[src/rtl/fetch_pkg.sv]
// Shared types for the instruction fetch buffer: FSM states, queued entry layout,
// the default boot PC and a small alignment helper.
package fetch_pkg;

  typedef enum logic [1:0] {
    IDLE     = 2'd0,
    WAIT_RSP = 2'd1,
    DROP     = 2'd2
  } fetch_state_e;

  localparam int XLEN = 32;

  typedef struct packed {
    logic [XLEN-1:0] instr;
    logic [XLEN-1:0] pc;
    logic            fault;
  } fetch_entry_t;

  localparam logic [XLEN-1:0] RESET_PC = 32'h0040_0000;

  function automatic logic misaligned(input logic [1:0] pc_lo);
    return (pc_lo != 2'b00);
  endfunction

endpackage

[src/rtl/fetch_fifo.sv]
// DEPTH-entry synchronous FIFO with flush; head output reads as zero while empty.
module fetch_fifo #(
  parameter int W     = 64,
  parameter int DEPTH = 2
) (
  input  logic         clk,
  input  logic         reset,
  input  logic         flush,
  input  logic         push,
  input  logic [W-1:0] push_data,
  input  logic         pop,
  output logic [W-1:0] head_data,
  output logic         empty,
  output logic         full
);

  localparam int AW = (DEPTH > 1) ? $clog2(DEPTH) : 1;
  localparam int CW = $clog2(DEPTH + 1);
  localparam logic [CW-1:0] FULL_CNT = CW'(DEPTH);

  logic [W-1:0]  mem [DEPTH];
  logic [AW-1:0] wr_ptr_q;
  logic [AW-1:0] rd_ptr_q;
  logic [CW-1:0] count_q;
  logic          push_ok;
  logic          pop_ok;

  assign full    = (count_q == FULL_CNT);
  assign empty   = (count_q == '0);
  assign push_ok = push && !full;
  assign pop_ok  = pop && !empty;

  always_ff @(posedge clk or negedge reset) begin
    if (!reset) begin
      wr_ptr_q <= '0;
      rd_ptr_q <= '0;
      count_q  <= '0;
    end else if (flush) begin
      wr_ptr_q <= '0;
      rd_ptr_q <= '0;
      count_q  <= '0;
    end else begin
      if (push_ok) wr_ptr_q <= wr_ptr_q + AW'(1);
      if (pop_ok)  rd_ptr_q <= rd_ptr_q + AW'(1);
      case ({push_ok, pop_ok})
        2'b10:   count_q <= count_q + CW'(1);
        2'b01:   count_q <= count_q - CW'(1);
        default: ;
      endcase
    end
  end

  // Storage carries no reset; the head is masked while empty instead.
  always_ff @(posedge clk) begin
    if (push_ok && !flush) mem[wr_ptr_q] <= push_data;
  end

  assign head_data = empty ? '0 : mem[rd_ptr_q];

endmodule

[src/rtl/instruction_fetch_buffer.sv]
// Fetch stage: one outstanding imem read per PC, results queued for decode.
// Optional misaligned-PC fault entries are enabled by FETCH_MISALIGN_CHECK_EN.
module instruction_fetch_buffer
  import fetch_pkg::*;
#(
  parameter int N     = 32,
  parameter int DEPTH = 2
) (
  input  logic         clk,
  input  logic         reset,
  input  logic [N-1:0] pc_i,
  input  logic         redirect_i,
  output logic         pc_hold_o,
  output logic         imem_req_valid_o,
  input  logic         imem_req_ready_i,
  output logic [N-1:0] imem_req_addr_o,
  input  logic         imem_rsp_valid_i,
  input  logic [N-1:0] imem_rsp_data_i,
  output logic         dec_valid_o,
  input  logic         dec_ready_i,
  output logic [N-1:0] dec_instr_o,
  output logic [N-1:0] dec_pc_o,
  output logic         dec_fault_o
);

`ifdef FETCH_MISALIGN_CHECK_EN
  localparam int EW = 2 * N + 1;
`else
  localparam int EW = 2 * N;
`endif

  fetch_state_e   state_q, state_d;
  logic [N-1:0]   req_pc_q;
  logic           fifo_full;
  logic           fifo_empty;
  logic           req_fire;
  logic           rsp_push;
  logic           fault_push;
  logic           fetch_block;
  logic           push;
  logic [EW-1:0]  push_data;
  logic [EW-1:0]  head_data;

`ifdef FETCH_MISALIGN_CHECK_EN
  logic stall_q;

  // A misaligned PC produces one fault entry, then fetch stays parked until a redirect.
  assign fault_push  = (state_q == IDLE) && !redirect_i && !fifo_full && !stall_q &&
                       misaligned(pc_i[1:0]);
  assign fetch_block = stall_q || misaligned(pc_i[1:0]);

  always_ff @(posedge clk or negedge reset) begin
    if (!reset)          stall_q <= 1'b0;
    else if (redirect_i) stall_q <= 1'b0;
    else if (fault_push) stall_q <= 1'b1;
  end

  assign push_data = fault_push ? {{N{1'b0}}, pc_i, 1'b1}
                                : {imem_rsp_data_i, req_pc_q, 1'b0};
  assign {dec_instr_o, dec_pc_o, dec_fault_o} = head_data;
`else
  assign fault_push  = 1'b0;
  assign fetch_block = 1'b0;
  assign push_data   = {imem_rsp_data_i, req_pc_q};
  assign {dec_instr_o, dec_pc_o} = head_data;
  assign dec_fault_o = 1'b0;
`endif

  // The count<DEPTH gate reserves a slot for the response before the request leaves.
  assign imem_req_valid_o = (state_q == IDLE) && !redirect_i && !fifo_full && !fetch_block;
  assign imem_req_addr_o  = pc_i;
  assign req_fire         = imem_req_valid_o && imem_req_ready_i;
  assign pc_hold_o        = !req_fire;

  assign rsp_push    = (state_q == WAIT_RSP) && imem_rsp_valid_i && !redirect_i;
  assign push        = rsp_push || fault_push;
  assign dec_valid_o = !fifo_empty;

  always_comb begin
    state_d = state_q;
    case (state_q)
      IDLE: begin
        if (req_fire) state_d = WAIT_RSP;
      end
      WAIT_RSP: begin
        if (imem_rsp_valid_i) state_d = IDLE;
        else if (redirect_i)  state_d = DROP;
      end
      DROP: begin
        if (imem_rsp_valid_i) state_d = IDLE;
      end
      default: state_d = IDLE;
    endcase
  end

  always_ff @(posedge clk or negedge reset) begin
    if (!reset) begin
      state_q  <= IDLE;
      req_pc_q <= '0;
    end else begin
      state_q <= state_d;
      if (req_fire) req_pc_q <= pc_i;
    end
  end

  fetch_fifo #(
    .W     (EW),
    .DEPTH (DEPTH)
  ) u_fifo (
    .clk       (clk),
    .reset     (reset),
    .flush     (redirect_i),
    .push      (push),
    .push_data (push_data),
    .pop       (dec_valid_o && dec_ready_i),
    .head_data (head_data),
    .empty     (fifo_empty),
    .full      (fifo_full)
  );

endmodule

[config.mk]
export PLATFORM = sky130hd
export DESIGN_NAME = instruction_fetch_buffer
export DESIGN_NICKNAME = d
export VERILOG_FILES = /design/src/rtl/fetch_pkg.sv /design/src/rtl/fetch_fifo.sv /design/src/rtl/instruction_fetch_buffer.sv
export SDC_FILE = /design/constraint.sdc
export NUM_CORES = 1
export LEC_CHECK = 0
export CAP_MARGIN = 5
export CORE_ASPECT_RATIO = 0.7
export CORE_UTILIZATION = 40
export CTS_BUF_LIST = sky130_fd_sc_hd__clkbuf_8
export CTS_CLUSTER_SIZE = 8
export DETAILED_ROUTE_END_ITERATION = 10
export GPL_TIMING_DRIVEN = 0
export PLACE_DENSITY_LB_ADDON = 0.25
export SLEW_MARGIN = 15
export SYNTH_ARGS = -nofsm -noshare
export SYNTH_HDL_FRONTEND = slang
export SYNTH_HIERARCHICAL = 1
export SYNTH_SLANG_ARGS = --single-unit
[constraint.sdc]
create_clock -name clk -period 6.29 [get_ports clk]
set_clock_uncertainty 0.05 [all_clocks]
set_input_delay 0.629 -clock clk [delete_from_list [all_inputs] [get_ports clk]]
set_output_delay 0.629 -clock clk [all_outputs]
set_load 0.005 [all_outputs]
* Yosys cells after proc, flatten, opt, wreduce, memory -nomap -nowiden
Memories as Yosys holds them, arrays and structs flattened.
Index checks and enable logic that the tools add are counted.
** Operators by class
- Add/subtract/negate cells :: 4
- Equal/unequal tests :: 8
- Mux-type cells :: 14
- Reductions and logical operators :: 19
** Operator list (count)
- 2-to-1 mux 64 bit :: 1
- 2-to-1 mux 2 bit :: 5
- logical AND 1 bit :: 9
- == test 2 bit (second input constant) :: 3
- 2-to-1 mux 1 bit :: 6
- one-hot mux 2 bit (3 select lines) :: 1
- == test 2 x 1 -> 1 bit (second input constant) :: 2
- logical NOT 1 bit :: 4
- logical NOT 2 bit :: 2
- inequality test 2 bit (second input constant) :: 2
- one-hot mux 2 bit (2 select lines) :: 1
- nonzero test 2 bit :: 2
- inequality test 3 bit (second input constant) :: 1
- AND reduction 3 bit :: 1
- nonzero test 3 bit :: 1
- adder 1 bit (second input constant) :: 2
- adder 2 x 1 -> 2 bit (second input constant) :: 1
- subtractor 2 x 1 -> 2 bit (second input constant) :: 1
** Storage, ports and cells
- Register bits after elaboration :: 38
- Bits in writable memories :: 128
- Output and inout bits :: 100
- Memories :: 1
** Memories
- u_fifo.mem :: words 2, bits a word 64, read ports 1, clocked after memory_dff 0, write ports 1, line fetch_fifo.sv:21 : logic [W-1:0] mem [DEPTH];

* Depth between registers and ports, before layout
Gate-level depths: netlist of run 1.
- Word-level depth :: 7
- Mapped depth :: 6
- Gate-level depth less buffers :: 5

* Modules after synthesis
The synthesis of run 1 kept the hierarchy.
** Modules (own cells, without submodules)
- fetch_fifo :: instances 1, cells an instance 295, area an instance 5026.1 um2, sequential area each 3943.8 um2
- instruction_fetch_buffer :: instances 1, cells an instance 113, area an instance 1682.9 um2, sequential area each 850.8 um2

* Worst setup path before layout of run 1
No wires, ideal clock.
- Kind :: input to register
- From :: input port redirect_i
- To :: memory u_fifo.mem[1][0] (enable)
- Setup time :: 578 ps
- Data arrival time :: 6163 ps
- Slack :: -501 ps
- Stages on the path :: 3
- Path buffers :: 0
- Path through :: nor4b_1 -> nand2b_1 -> nor3b_1
** Between the ends
- Cells in the longest elaborated chain, start to end :: 6
** RTL lines
- start: declaration :: line instruction_fetch_buffer.sv:12 : input logic redirect_i,
- logical NOT 1 bit (*) :: line fetch_fifo.sv:55, instruction_fetch_buffer.sv:75
- logical AND 1 bit :: line instruction_fetch_buffer.sv:75 : assign rsp_push = (state_q == WAIT_RSP) && imem_rsp_valid_i && !redirect_i;
- logical AND 1 bit :: line fetch_fifo.sv:30 : assign push_ok = push && !full;
- logical AND 1 bit (*) :: line fetch_fifo.sv:55 : if (push_ok && !flush) mem[wr_ptr_q] <= push_data;
- 2-to-1 mux 1 bit (*) :: line fetch_fifo.sv:55
- 2-to-1 mux 1 bit (not written as such) (*) :: line fetch_fifo.sv:55
- end: declaration :: line fetch_fifo.sv:21
Every way passes the cells marked *; elsewhere a longest branch is shown, timed or not.

* Worst setup path after layout of run 1
- From :: input port redirect_i
- To :: memory u_fifo.mem[0][1] (enable)
** Between the ends
- Cells in the longest elaborated chain, start to end :: 6
** RTL lines
- logical NOT 1 bit :: line instruction_fetch_buffer.sv:75
- logical AND 1 bit :: line instruction_fetch_buffer.sv:75
- via push :: line instruction_fetch_buffer.sv:40 : logic push;
- logical AND 1 bit :: line fetch_fifo.sv:30
- logical AND 1 bit :: line fetch_fifo.sv:55
- 2-to-1 mux 1 bit :: line fetch_fifo.sv:55
- 2-to-1 mux 1 bit (not written as such) :: line fetch_fifo.sv:55
The timed path passes the listed nets, and every way through them passes these cells.

==> results of run 1 <==
-- logic make-up (layout without fill, tap and decap cells) --
| family | after synthesis | count (layout) | share of synthesized area |
|---|---|---|---|
| simple gates | 82 | 82 | 0.0550 |
| buf+inv | 53 | 265 | 0.0558 |
| flops | 166 | 166 | 0.715 |
| mux | 96 | 96 | 0.165 |
| xor+xnor | 1 | 1 | 0.00131 |
| other cells | 1 | 1 | 0.000559 |
| compound gates | 9 | 9 | 0.00783 |
-- layer usage --
layer	vias up	track usage
met5	-	0
met4	0	0.0560
met3	12	0.0516
met2	125	0.253
met1	1870	0.224
li1	1851	-
-- power groups by stage --
stage | Combinational (mW) | Clock, mW | Sequential [mW]
detailed placement | 0.242 | 0 | 1.33
CTS | 0.245 | 0.828 | 1.31
global placement | 0.233 | 0 | 1.32
finish | 0.241 | 0.804 | 1.31
global route | 0.260 | 0.875 | 1.31
floorplan | 0.122 | 0 | 1.32
-- registers in the layout, indices dropped and copies added (netlist names) --
signal / cells
req_pc_q: 32
u_fifo/count_q: 2
u_fifo/mem: 128
u_fifo/wr_ptr_q: 1
u_fifo/rd_ptr_q: 1
state_q: 2
-- cells in the mapped netlist, drive strengths merged (2+ instances only) --
library cell,instances
mux2,32
nand2,2
edfxtp,128
a21oi,3
o21ai,3
nor2,68
buf,49
mux2i,64
nor2b,2
dfrtp,38
inv,3
-- worst min-delay path by stage --
| stage | from | endpoint | slack (ns) | depth (start not counted) |
|---|---|---|---|---|
| 5_1_grt | req_pc_q[3] | u_fifo/mem[0][3] | 0.44 | 0 |
| 4_1_cts | req_pc_q[13] | u_fifo/mem[0][13] | 0.42 | 0 |
| 3_5_place_dp | req_pc_q[13] | u_fifo/mem[0][13] | 0.41 | 0 |
| 3_3_place_gp | req_pc_q[14] | u_fifo/mem[0][14] | 0.40 | 0 |
| 6_report | req_pc_q[13] | u_fifo/mem[0][13] | 0.42 | 0 |
| 2_1_floorplan | reset | req_pc_q[0] | 0.28 | 0 |
-- cell type report --
class / count / area (µm²) / share of cell area
Sequential cell: 166 / 4790 / 0.517
Timing Repair Buffer: 180 / 1850 / 0.199
Multi-Input combinational cell: 189 / 1560 / 0.168
Buffer: 50 / 363 / 0.0391
Tap cell: 225 / 282 / 0.0303
Clock buffer: 17 / 234 / 0.0252
Clock inverter: 15 / 185 / 0.0200
Inverter: 3 / 11.3 / 0.00121
-- critical path, delay by kind of cell --
family,cells,cell delay (ns)
buf+inv,4,1.25
simple gates,3,1.86
-- repair_timing --
item,in CTS,in global routing
hold buffers,1,0
resized for setup,0,0
endpoints found under the hold margin,10,0
==> parameters.txt, run 1 <==
Parameter                              Value

Layout
  Leading cell type in the layout, fill and taps excluded    clkdlybuf4s50_1
  Area of all placed cells without fillers    approximately 0.0093 mm²
  Most used cells in the layout excluding fill and tap cells    clkdlybuf4s50_1 (167), edfxtp_1 (128), nor2_1 (68)
  Synthesis-to-layout area growth    38.3%
  Filler cell count    ~1.3k
  Post-Route Utilization    0.568
  Fraction of final layout cells with drive strength greater than 1    0.203
  Final net count    roughly 680
  Count of antenna diodes in the layout    0
  Final std cells w/o fill    roughly 850

Min path
  Class of the most critical hold timing path    flip-flop to flip-flop

Power and ir drop
  Total power after layout    ~2.4 mW
  Internal    1.86 mW
  Fraction of power spent switching nets    0.209
  Reported net switching power    about 0.49 mW
  Largest voltage drop on the vdd net    between 0.1 and 0.15 mV
  Part of the power in registers    0.555
  Standby leakage power    around 3.3 nW
  Ratio of total power to cell area    253 mW/mm²
  Combinational Power Share    0.103
  Share of total power in the clock network    0.342

Synthesis
  Distinct cell type count of the synthesized netlist    32
  Share of flip-flops with an asynchronous set or reset after synthesis    0.229
  Area share of the largest cell type after synthesis    0.573
  Number of enable-type register cells in the synthesized netlist    128
  Ys flop type    edfxtp_1
  Number of cells produced by synthesis    slightly above 400
  Synthesized area divided by synthesized cell count    between 15 and 20 µm²
  Top area cells in the synthesized netlist    edfxtp_1 (57%), dfrtp_1 (14%), mux2i_1 (9.5%)
  Post-synthesis cell type with the largest combined area    edfxtp_1
  Syn_nets    ~480
  YS warnings    6
  Share of synthesized area occupied by flip-flops and latches    0.715
  Cell Area, Synth    0.00671 mm²
  Number of register bits inferred by synthesis    between 150 and 200

Route
  Number of iterations in the first detailed-routing pass    4
  Met1 routed wirelength after detailed routing    6420 µm
  Number of design rule violations left after detail routing    0
  Average wire per cell in the routed design    ~16 µm
  Residual antenna-violating net count after detailed routing    0
  DRC marker count from the first detailed-route iteration    192
  Routed length on met2    about 6100 µm
  Routed via count    3,858
  Vias per Instance    ~4.6
  Post-detailed-routing wire length    13,500 µm
  Met3 layer wire length in the routed design    829 µm
  Highest metal layer with signal wires    met4

Worst setup path
  Cell with the largest stage delay on the worst path    nor4b_1
  Endpoint of the most critical setup path    u_fifo/mem[0][1]
  RR Endpoint    u_fifo/mem[0][1]
  Worst flop-to-flop path startpoint    state_q[0]
  Kind of end point of the critical path    flip-flop
  Crit path cell chain    clkdlybuf4s50_1 -> nor4b_1 -> nand2b_1 -> nor3_4 -> buf_8 -> buf_8 -> buf_6
  Setup slack of the worst register-to-register path    3.05 ns
  Crit path required time    6.39 ns
  Crit. Startpoint    redirect_i
  Longest individual stage delay on the worst path    0.96 ns
  Critical path fanouts, max    12
  Worst Setup Start Kind    input port
  Library cell appearing most often on the critical path    buf_8
  WS Path Type    input port to flip-flop
  Critical path arrival    3.75 ns
  Reg2reg path depth    7

Clocking
  CTS clk-pin slew, worst paths    roughly 0.080 ns
  Clock Latency Late Sink    0.44 ns
  Root Driver    clkbuf_8
  Number of setup buffers added after CTS    0
  Clock net sink count    166
  CTS tree    done
  Number of buffers created by CTS    17
  Number of H-tree branching levels    4
  CTS max path bufs    2

Global routing
  Vias in the first global route    ~3.8k
  Total gr overflow    0
  Total GRT Usage    0.165
  First-pass GRT wire length    20,800 µm
  Largest net degree at the start of global routing    29
  Antenna violations before repair    0

Placed design
  Total of buffers placed on input and output ports    168
  Placement Cell Area    0.00885 mm²
  Placed instance count    812
  Hpwl dp    9610 µm
  Worst Setup Slack post-DPL    around 2.2 ns
  Final weighted congestion of routability-driven global placement    0.711

Timing
  Share of the clock period used by the worst path after layout    0.580
  Number of hold-slack violations in the final timing report    0
  Total negative slack for setup checks    0 ns
  Achievable frequency    274 MHz
  Unrepaired setup endpoints after global routing    no
  Post-layout worst setup margin    2.64 ns
  Final min period    3.65 ns
  Normalized max-slew margin    0.297
  Worst-Margin Slew    1.04 ns
  Setup violation total in the final timing report    0
  Max Transition Viols Final    0
  Smallest hold slack    about 0.42 ns

Floorplan
  Floorplan die area    0.0173 mm²
  Width of the chip    approximately 160 µm
  Y dimension of the die    110 µm
  Core area    0.0163 mm²
  Number of top-level pins    170
  Site Rows    39
  Starting density of the core    0.410

Run
  Number of max-cap violations    0

Outcome
  Status    finished, final reports clean
Note: power is estimated with default switching activity, not from simulation.
==> run 2, diff against run 1 <==
Clock period 6.29 ns to 3.2 ns, I/O delays scaled along.
==> run 2 against run 1 <==
Against the previous run: die area did not move; cell area rose by 0.58%; final cell count fell by 0.12%; combinational power rose by 97%; critical path depth did not move; sequential power rose by 96%; worst setup slack got worse by 2.4 ns; first-iteration DRC count fell by 39%.
==> parameters.txt, run 2 (synthesis gave the netlist of run 1 again) <==
Parameter                              Value

Power and ir drop
  Largest voltage drop on the vdd net    0.246 mV (was 0.135 mV)
  Internal    3.61 mW (was 1.86 mW)
  Reported net switching power    1.01 mW (was 0.492 mW)
  Ratio of total power to cell area    496 mW/mm² (was 253 mW/mm²)
  Part of the power in registers    0.555 (about the same)
  Share of total power in the clock network    0.342 (about the same)
  Fraction of power spent switching nets    0.219 (was 0.209)
  Combinational Power Share    0.103 (about the same)
  Standby leakage power    3.32 nW (was 3.33 nW)

Floorplan
  Starting density of the core    0.410 (unchanged)
  Floorplan die area    0.0173 mm² (unchanged)
  Y dimension of the die    110 µm (unchanged)
  Core area    0.0163 mm² (unchanged)
  Site Rows    39 (unchanged)
  Number of top-level pins    170 (unchanged)
  Width of the chip    157 µm (unchanged)

Placed design
  Hpwl dp    9460 µm (was 9610 µm)
  Placed instance count    811 (was 812)
  Worst Setup Slack post-DPL    -0.277 ns (was 2.17 ns)
  Final weighted congestion of routability-driven global placement    0.677 (was 0.711)
  Total of buffers placed on input and output ports    168 (unchanged)

Layout
  Leading cell type in the layout, fill and taps excluded    clkdlybuf4s50_1 (unchanged)
  Final net count    676 (was 677)
  Synthesis-to-layout area growth    39.1% (was 38.3%)
  Most used cells in the layout excluding fill and tap cells    clkdlybuf4s50_1 (167), edfxtp_1 (128), nor2_1 (68) (unchanged)
  Final std cells w/o fill    844 (was 845)
  Top register by number of flip-flops    u_fifo/mem (unchanged)
  Fraction of final layout cells with drive strength greater than 1    0.210 (was 0.203)
  Largest registers    u_fifo/mem (128), req_pc_q (32) (unchanged)
  Flip-flop count of the largest register, all copies and words added    128 (unchanged)
  Count of antenna diodes in the layout    0 (unchanged)
  Post-Route Utilization    0.571 (was 0.568)

Worst setup path
  Critical path fanouts, max    13 (was 12)
  Crit path required time    3.31 ns (was 6.39 ns)
  Kind of end point of the critical path    flip-flop (unchanged)
  Reg2reg path depth    6 (was 7)
  Worst Setup Start Kind    input port (unchanged)
  Critical path arrival    3.07 ns (was 3.75 ns)
  Crit path cell chain    clkdlybuf4s50_1 -> nor4b_4 -> nand2b_1 -> nor3b_4 -> buf_16 -> buf_8 -> buf_6 (was clkdlybuf4s50_1 -> nor4b_1 -> nand2b_1 -> nor3_4 -> buf_8 -> buf_8 -> buf_6)
  Cell with the largest stage delay on the worst path    nor3b_4 (was nor4b_1)
  WS Path Type    input port to flip-flop (unchanged)
  Longest individual stage delay on the worst path    0.75 ns (was 0.96 ns)

Timing
  Unrepaired setup endpoints after global routing    no (unchanged)
  Share of the clock period used by the worst path after layout    0.924
  Worst-Margin Slew    0.857 ns (was 1.04 ns)
  Max Transition Viols Final    0 (unchanged)
  Number of hold-slack violations in the final timing report    0 (unchanged)
  Achievable frequency    about 340 MHz
  Total negative slack for setup checks    0 ns (unchanged)
  Final min period    2.96 ns
  Post-layout worst setup margin    0.242 ns (was 2.64 ns)
  Smallest hold slack    0.360 ns (was 0.424 ns)
  Normalized max-slew margin    0.428 (was 0.297)
  Setup violation total in the final timing report    0 (unchanged)

Route
  Number of design rule violations left after detail routing    0 (unchanged)
  Average wire per cell in the routed design    15.7 µm (was 16.0 µm)
  Routed via count    3,864 (was 3,858)
  Post-detailed-routing wire length    13,300 µm (was 13,500 µm)
  DRC marker count from the first detailed-route iteration    117 (was 192)
  Residual antenna-violating net count after detailed routing    0 (unchanged)
  Number of iterations in the first detailed-routing pass    4 (unchanged)
  Vias per Instance    4.58 (was 4.57)

Global routing
  First-pass GRT wire length    20,400 µm (was 20,800 µm)
  Antenna violations before repair    0 (unchanged)
  Total GRT Usage    0.163 (was 0.165)
  Largest net degree at the start of global routing    22 (was 29)
  Total gr overflow    0 (unchanged)
  Vias in the first global route    3,829 (was 3,817)

Outcome
  Status    finished, final reports clean (unchanged)

Min path
  Class of the most critical hold timing path    input port to asynchronous set/reset pin (was flip-flop to flip-flop)

Clocking
  CTS max path bufs    2 (unchanged)
  Number of H-tree branching levels    4 (unchanged)
  Root Driver    clkbuf_8 (unchanged)
  CTS clk-pin slew, worst paths    0.09 ns (was 0.08 ns)
  Clock Latency Late Sink    0.45 ns (was 0.44 ns)
  CTS tree    done (unchanged)
  Number of setup buffers added after CTS    0 (unchanged)
  Clock net sink count    166 (unchanged)
  Number of buffers created by CTS    17 (unchanged)

Run
  Number of max-cap violations    0 (unchanged)
==> run 2: cell types whose count changed in the layout (fill, tap and decap cells not counted), sizes merged <==
cell and delta:
buf -1, clkbuf +1, clkinvlp +4, bufinv -1, clkinv -4
==> run 2: critical path, delay by kind of cell <==
family | cells | cell delay [ns]
and+or+nand+nor | 3 | 1.50
buffers and inverters | 4 | 1.25
==> run 2: what timing repair did <==
action | CTS | global route
hold buffers | 1 | 0
gates resized for setup | 0 | 0
endpoints found under the hold margin | 20 | 0
==> run 2: through the flow <==
stage | instance area [µm²] | total power, mW
6_report | 9340 | 4.63
5_1_grt | 9340 | 4.82
4_1_cts | 9340 | 4.68
3_5_place_dp | 8900 | 3.09
3_3_place_gp | 8710 | 3.06
2_1_floorplan | 6750 | 2.83
==> run 2: power by group through the flow <==
stage | logic, mW | clock network [mW] | registers, mW
global placement | 0.460 | 0 | 2.60
global route | 0.514 | 1.72 | 2.58
CTS | 0.483 | 1.63 | 2.57
detailed placement | 0.478 | 0 | 2.62
floorplan | 0.242 | 0 | 2.59
finish | 0.475 | 1.58 | 2.57
==> run 2: worst paths after layout <==
check	startpoint	end	slack, ns
max	redirect_i	u_fifo/mem[1][47]	0.24
min	reset	req_pc_q[18]	0.36
max reg2reg	state_q[1]	u_fifo/mem[1][47]	0.43
min reg2reg	req_pc_q[14]	u_fifo/mem[0][14]	0.43
max in group asynchronous	reset	state_q[1]	2.23
min in group clk	imem_rsp_data_i[24]	u_fifo/mem[1][56]	0.39
==> run 2: cell type report <==
cell class	instances	area, µm²
clock inverters	14	175
inverters	3	11.3
flip-flops and latches	166	4800
plain buffers	50	363
fillers	1289	7010
repair buffers	179	1880
multi-input cells	189	1580
well taps	225	282
clock buffers	18	248
==> run 2: layer usage <==
layer,up-vias,track usage,part of all wire
li1,1841,-,-
met1,1894,0.221,0.48
met2,117,0.246,0.45
met3,12,0.0489,0.062
met4,0,0.0672,0.012
met5,-,0,0
==> run 3, diff against run 2 <==
Settings changed: TNS_END_PERCENT set to 1.
==> results of run 3 <==
Same layout as run 2: the final DEF is identical, and so are final timing and power.
